$ cat config.mk
export PLATFORM = sky130hd
export DESIGN_NAME = half_adder_bist_ctrl
export DESIGN_NICKNAME = d
export VERILOG_FILES = /design/src/rtl/half_adder_bist_ctrl.sv
export SDC_FILE = /design/constraint.sdc
export NUM_CORES = 1
export LEC_CHECK = 0
export ABC_CLOCK_PERIOD_IN_PS = 4500
export CORE_UTILIZATION = 35
export DETAILED_ROUTE_END_ITERATION = 6
export GPL_TIMING_DRIVEN = 0
export PLACE_DENSITY = 0.64
export SYNTH_ARGS = -nofsm -noshare
export SYNTH_HDL_FRONTEND = slang
export SYNTH_SLANG_ARGS = --single-unit
$ cat constraint.sdc
create_clock -name clk -period 4.5 [get_ports clk]
set_input_delay 0.9 -clock clk [delete_from_list [all_inputs] [get_ports clk]]
set_output_delay 0.9 -clock clk [all_outputs]
set_load 0.01 [all_outputs]
$ cat src/rtl/half_adder_bist_ctrl.sv
// Built-in self-test controller for a half adder.
// Sweeps the four {a,b} patterns NUM_PASSES times, waits SETTLE_CYCLES per
// pattern, checks sum/carry against a^b / a&b and reports pass/fail status.
// Optional feature: define HA_BIST_MISR_EN to add a 4-bit response MISR whose
// final value must equal GOLDEN_SIG for pass to assert.
module half_adder_bist_ctrl #(
    parameter int unsigned SETTLE_CYCLES = 2,
    parameter int unsigned NUM_PASSES    = 1,
    parameter int unsigned FAIL_W        = 8,
    parameter logic [3:0]  GOLDEN_SIG    = 4'h4
) (
    input  logic              clk,
    input  logic              rst_n,
    input  logic              start,
    input  logic              resp_s,
    input  logic              resp_c,
    output logic              test_mode,
    output logic              tpg_a,
    output logic              tpg_b,
    output logic              busy,
    output logic              done,
    output logic              pass,
    output logic [FAIL_W-1:0] fail_cnt,
    output logic [1:0]        first_fail_pat,
    output logic              first_fail_vld,
    output logic [3:0]        signature
);

    typedef enum logic [2:0] {
        IDLE    = 3'd0,
        APPLY   = 3'd1,
        SETTLE  = 3'd2,
        CAPTURE = 3'd3,
        DONE    = 3'd4
    } state_t;

    localparam int unsigned SET_W  = (SETTLE_CYCLES > 1) ? $clog2(SETTLE_CYCLES) : 1;
    localparam int unsigned PASS_W = (NUM_PASSES > 1) ? $clog2(NUM_PASSES) : 1;
    localparam logic [SET_W-1:0]  SET_LAST  = SET_W'(SETTLE_CYCLES - 1);
    localparam logic [PASS_W-1:0] PASS_LAST = PASS_W'(NUM_PASSES - 1);

    state_t            state;
    logic [1:0]        pat;
    logic [1:0]        pat_nxt;
    logic [SET_W-1:0]  set_cnt;
    logic [PASS_W-1:0] pass_cnt;
    logic              exp_s;
    logic              exp_c;
    logic              mismatch;
    logic              run_start;
    logic              capture_en;

    // Golden half-adder response for the pattern currently applied
    assign exp_s      = pat[1] ^ pat[0];
    assign exp_c      = pat[1] & pat[0];
    assign mismatch   = (resp_s != exp_s) || (resp_c != exp_c);
    assign pat_nxt    = pat + 2'd1;
    assign run_start  = ((state == IDLE) || (state == DONE)) && start;
    assign capture_en = (state == CAPTURE);

    // Sequencer: pattern stepping, settle wait, response compare and status
    always_ff @(posedge clk or negedge rst_n) begin
        if (!rst_n) begin
            state          <= IDLE;
            pat            <= 2'd0;
            set_cnt        <= '0;
            pass_cnt       <= '0;
            tpg_a          <= 1'b0;
            tpg_b          <= 1'b0;
            busy           <= 1'b0;
            test_mode      <= 1'b0;
            done           <= 1'b0;
            fail_cnt       <= '0;
            first_fail_pat <= 2'd0;
            first_fail_vld <= 1'b0;
        end else begin
            case (state)
                IDLE, DONE: begin
                    if (start) begin
                        state          <= APPLY;
                        pat            <= 2'd0;
                        set_cnt        <= '0;
                        pass_cnt       <= '0;
                        tpg_a          <= 1'b0;
                        tpg_b          <= 1'b0;
                        busy           <= 1'b1;
                        test_mode      <= 1'b1;
                        done           <= 1'b0;
                        fail_cnt       <= '0;
                        first_fail_pat <= 2'd0;
                        first_fail_vld <= 1'b0;
                    end
                end
                APPLY: begin
                    set_cnt <= '0;
                    if (SETTLE_CYCLES == 0) begin
                        state <= CAPTURE;
                    end else begin
                        state <= SETTLE;
                    end
                end
                SETTLE: begin
                    if (set_cnt == SET_LAST) begin
                        state <= CAPTURE;
                    end else begin
                        set_cnt <= set_cnt + SET_W'(1);
                    end
                end
                CAPTURE: begin
                    if (mismatch) begin
                        if (fail_cnt != {FAIL_W{1'b1}}) begin
                            fail_cnt <= fail_cnt + FAIL_W'(1);
                        end
                        if (!first_fail_vld) begin
                            first_fail_pat <= pat;
                            first_fail_vld <= 1'b1;
                        end
                    end
                    if ((pat == 2'd3) && (pass_cnt == PASS_LAST)) begin
                        state     <= DONE;
                        busy      <= 1'b0;
                        test_mode <= 1'b0;
                        done      <= 1'b1;
                    end else begin
                        if (pat == 2'd3) begin
                            pass_cnt <= pass_cnt + PASS_W'(1);
                        end
                        pat   <= pat_nxt;
                        tpg_a <= pat_nxt[1];
                        tpg_b <= pat_nxt[0];
                        state <= APPLY;
                    end
                end
                default: begin
                    state <= IDLE;
                end
            endcase
        end
    end

`ifdef HA_BIST_MISR_EN
    logic [3:0] sig;

    // Response compactor: one shift per capture, cleared at the start of a run
    always_ff @(posedge clk or negedge rst_n) begin
        if (!rst_n) begin
            sig <= 4'h0;
        end else if (run_start) begin
            sig <= 4'h0;
        end else if (capture_en) begin
            sig <= {sig[2:0], sig[3] ^ sig[2]} ^ {2'b00, resp_c, resp_s};
        end
    end

    assign signature = sig;
    assign pass      = done && (fail_cnt == '0) && (sig == GOLDEN_SIG);
`else
    logic unused_misr;

    // No compactor in this build: signature reads as zero
    assign unused_misr = (^GOLDEN_SIG) ^ run_start ^ capture_en;
    assign signature   = 4'h0;
    assign pass        = done && (fail_cnt == '0);
`endif

endmodule

==> reports/results.txt, run 1 <==
Outcome -> completed
Setup TNS -> 0 ns
CP Class -> reg -> out
Residual DRC -> 0
IO Port Bufs -> 21
Initial antenna violation count -> 0
Hold Vio Cnt, Final -> 0
Met2 Routed Length -> 1.193 mm
First DRT Iteration DRCs -> 21
CTS resizes -> 0
Synth top cells by count -> dfrtp_1 (20), nand2_1 (15), nor2_1 (14)
CTS buffer count -> 3
Clk sinks -> 20
Synthesized cell area -> 1151 µm²
Via Count -> 979
Reg2reg start -> state[0]
FF-to-FF setup slack -> 2.68 ns
Critical R2R Capture -> fail_cnt[1]
Post-synth EDFFs -> 0
Pint -> 472.7 µW
HPWL Detailed -> 1.815 mm
Global Route Usage Sum -> 0.1630
First-pass GRT wire length -> 4.278 mm
CTS H-tree lvls -> 1
Hold path depth -> 2
CTS Buffer Depth -> 2
CTS tree -> yes
Total Wirelength -> 2.494 mm
Min-Delay Endpoint -> pass_cnt
GR Overflow Total -> 0
Hold Path Origin -> pass_cnt
Setup bufs post-CTS -> 0
Ant diodes -> 0
Die footprint -> 3522 µm²
Max Slew Vio Count -> 0
Final Cycle Share -> 0.6624
Clk_skew -> 0.005065 ns
Startpoint types -> flip-flop
Total power -> 804.7 µW
Average cell area after synthesis -> 9.283 µm²
FP Rows -> 20
Max-Cap Viols -> 0
Final Core Density -> 0.4711
Critical path required time -> 3.60 ns
Pwr Density -> 554.9 nW/µm²
Minimum clock period -> 2.981 ns
Final Net Count -> 161
Skew-Pair Late Insertion Delay -> 0.30 ns
Psw -> 332.0 µW
Area delta synth->final -> 25.98%
Yosys cell types -> 43
WL/cell -> 12.79 µm
Mapped Cells -> 124
RSZ-0062 raised after global routing -> false
Sequential fraction of the synthesis area -> 0.4348
Core area -> 3078 µm²
Seq cells post-synth -> 20
Boundary Pins -> 26
Class of the tightest hold or removal check -> reg -> reg
Worst-path fanout max -> 8
Uppermost layer routed -> met4
Metal3 WL -> 116 µm
Dominant cell type by area after synthesis -> dfrtp_1
Layout cells sized above 1 -> 0.1325
Yosys Warn Count -> 0
Starting Density -> 0.3740
Prevailing post-synth register cell -> dfrtp_1
Hold WS -> 0.5143 ns
Via density -> 5.021
DP Area -> 1428 µm²
Most numerous cell in the Yosys netlist -> dfrtp_1
Post-route ant nets -> 0
Seq pwr share -> 0.379
CTS root buf -> clkbuf_4
Slew Limit Headroom -> 0.3944
Logic pwr share -> 0.513
Drt pass-1 iters -> 4
Post-CTS Hold Fix Bufs -> 0
Met1 wire length -> 1.166 mm
FFs w/ async S/R, synth -> 1.000
Worst Reg-to-Reg Cells -> 4
Fraction of power consumed by the clock network -> 0.108
Synth top area cells -> dfrtp_1 (43%), nand2_1 (4.9%), nor2_1 (4.6%)
Area share of the largest cell type after synthesis -> 0.4348
Fmax -> 335.5 MHz
CP Capture Type -> primary output
Die Y -> 59.35 µm
Peak supply drop -> 0.0002788 V
# setup viols final -> 0
Largest net degree at the start of global routing -> 21
Clock-pin slew on the worst setup and hold paths -> 0.12 ns
Measured slew at the worst slew-check pin -> 0.9055 ns
Cell area after layout -> 1450 µm²
Static Leak -> 0.6388 nW
Crit path DAT -> 2.08 ns
RD Place Congestion -> 0.8731
Chip Width -> 59.35 µm
Vias in the first global route -> 928
Switching part of the total -> 0.4125
-- worst max-delay path, cell delays in order (launching register included) --
cell             delay, ns
dfrtp_1               0.48
or4_1                 0.53
nor4_1                0.19
clkdlybuf4s50_1       0.58
-- cell usage in the layout, fill, tap and decap left out, types with 3 or more instances in the layout --
cell type	instances
xnor2_1	3
dfrtp_1	20
o21ai_0	6
ha_1	3
a21oi_1	3
buf_4	5
nor2_1	14
inv_1	6
clkbuf_4	3
conb_1	4
nand3_1	6
nand2_1	15
nor2b_1	3
clkdlybuf4s50_1	21
-- power by group through the flow --
stage	combinational, mW	clock (mW)	sequential [mW]
CTS	0.417	0.0875	0.305
floorplan	0.250	0	0.315
detailed placement	0.415	0	0.308
finish	0.413	0.0870	0.305
global route	0.459	0.0945	0.317
global placement	0.407	0	0.306
-- cells by family (layout without fill, tap and decap cells) --
| group | Yosys count | count (layout) | share of synthesized area |
|---|---|---|---|
| other | 1 | 4 | 0.003258 |
| buffers and inverters | 14 | 38 | 0.07608 |
| flip-flops | 20 | 20 | 0.4348 |
| multiplexers | 2 | 2 | 0.01739 |
| adder cells (fa/ha/maj) | 3 | 3 | 0.03261 |
| XOR/XNOR | 3 | 3 | 0.02283 |
| AO/OA/AOI/OAI | 28 | 28 | 0.1717 |
| AND/OR/NAND/NOR | 53 | 53 | 0.2413 |
-- per-stage QoR --
step	worst slack [ns]	instances
2_1_floorplan	2.278	127
3_3_place_gp	1.838	192
3_5_place_dp	1.810	192
4_1_cts	1.525	195
5_1_grt	1.422	195
6_report	1.519	195
-- registers in the layout (all words and copies together), names as in the netlist --
register / count
busy: 1
done: 1
fail_cnt: 8
first_fail_pat: 2
first_fail_vld: 1
pass_cnt: 1
set_cnt: 1
state: 3
tpg_a: 1
tpg_b: 1
-- worst max-delay path by stage --
| stage | startpoint | to | slack, ns | cells after the start |
|---|---|---|---|---|
| finish | fail_cnt[4] | pass | 1.52 | 3 |
| global route | fail_cnt[4] | pass | 1.42 | 3 |
| CTS | fail_cnt[4] | pass | 1.53 | 3 |
| detailed placement | start | fail_cnt[1] | 1.81 | 4 |
| global placement | start | fail_cnt[1] | 1.84 | 4 |
| floorplan | fail_cnt[4] | pass | 2.28 | 2 |
-- metal layers --
metal | up-vias | global-route usage
li1 | 486 | -
met1 | 469 | 0.2225
met2 | 22 | 0.2616
met3 | 2 | 0.02183
met4 | 0 | 0.06122
met5 | - | 0
-- final cells by class --
type / instances / area, µm²
Fill cell: 295 / 1628
Clock buffer: 3 / 22.52
Sequential cell: 20 / 500.5
Buffer: 8 / 65.06
Timing Repair Buffer: 21 / 210.2
Multi-Input combinational cell: 93 / 574.3
Inverter: 6 / 22.52
Tap cell: 44 / 55.05
(Power assumes the default switching activity.)
==> run 2: changes to the inputs <==
--- a/config.mk
+++ b/config.mk
@@ -5,7 +5,7 @@
 export SDC_FILE = /design/constraint.sdc
 export NUM_CORES = 1
 export LEC_CHECK = 0
-export ABC_CLOCK_PERIOD_IN_PS = 4500
+export ABC_CLOCK_PERIOD_IN_PS = 2760
 export CORE_UTILIZATION = 35
 export DETAILED_ROUTE_END_ITERATION = 6
 export GPL_TIMING_DRIVEN = 0
==> constraint.sdc (replaced) <==
create_clock -name clk -period 2.76 [get_ports clk]
set_input_delay 0.552 -clock clk [delete_from_list [all_inputs] [get_ports clk]]
set_output_delay 0.552 -clock clk [all_outputs]
set_load 0.01 [all_outputs]
==> results of run 2 <==
The final DEF is identical to that of run 1. Status: completed.
Main changes from that run: setup slack after placement 1.810 ns -> 0.4177 ns; setup slack after layout 1.519 ns -> 0.1270 ns; register-to-register setup slack 2.68 ns -> 0.94 ns; total power 0.8047 mW -> 1.312 mW; worst IR drop on VDD 0.0002788 V -> 0.0004546 V
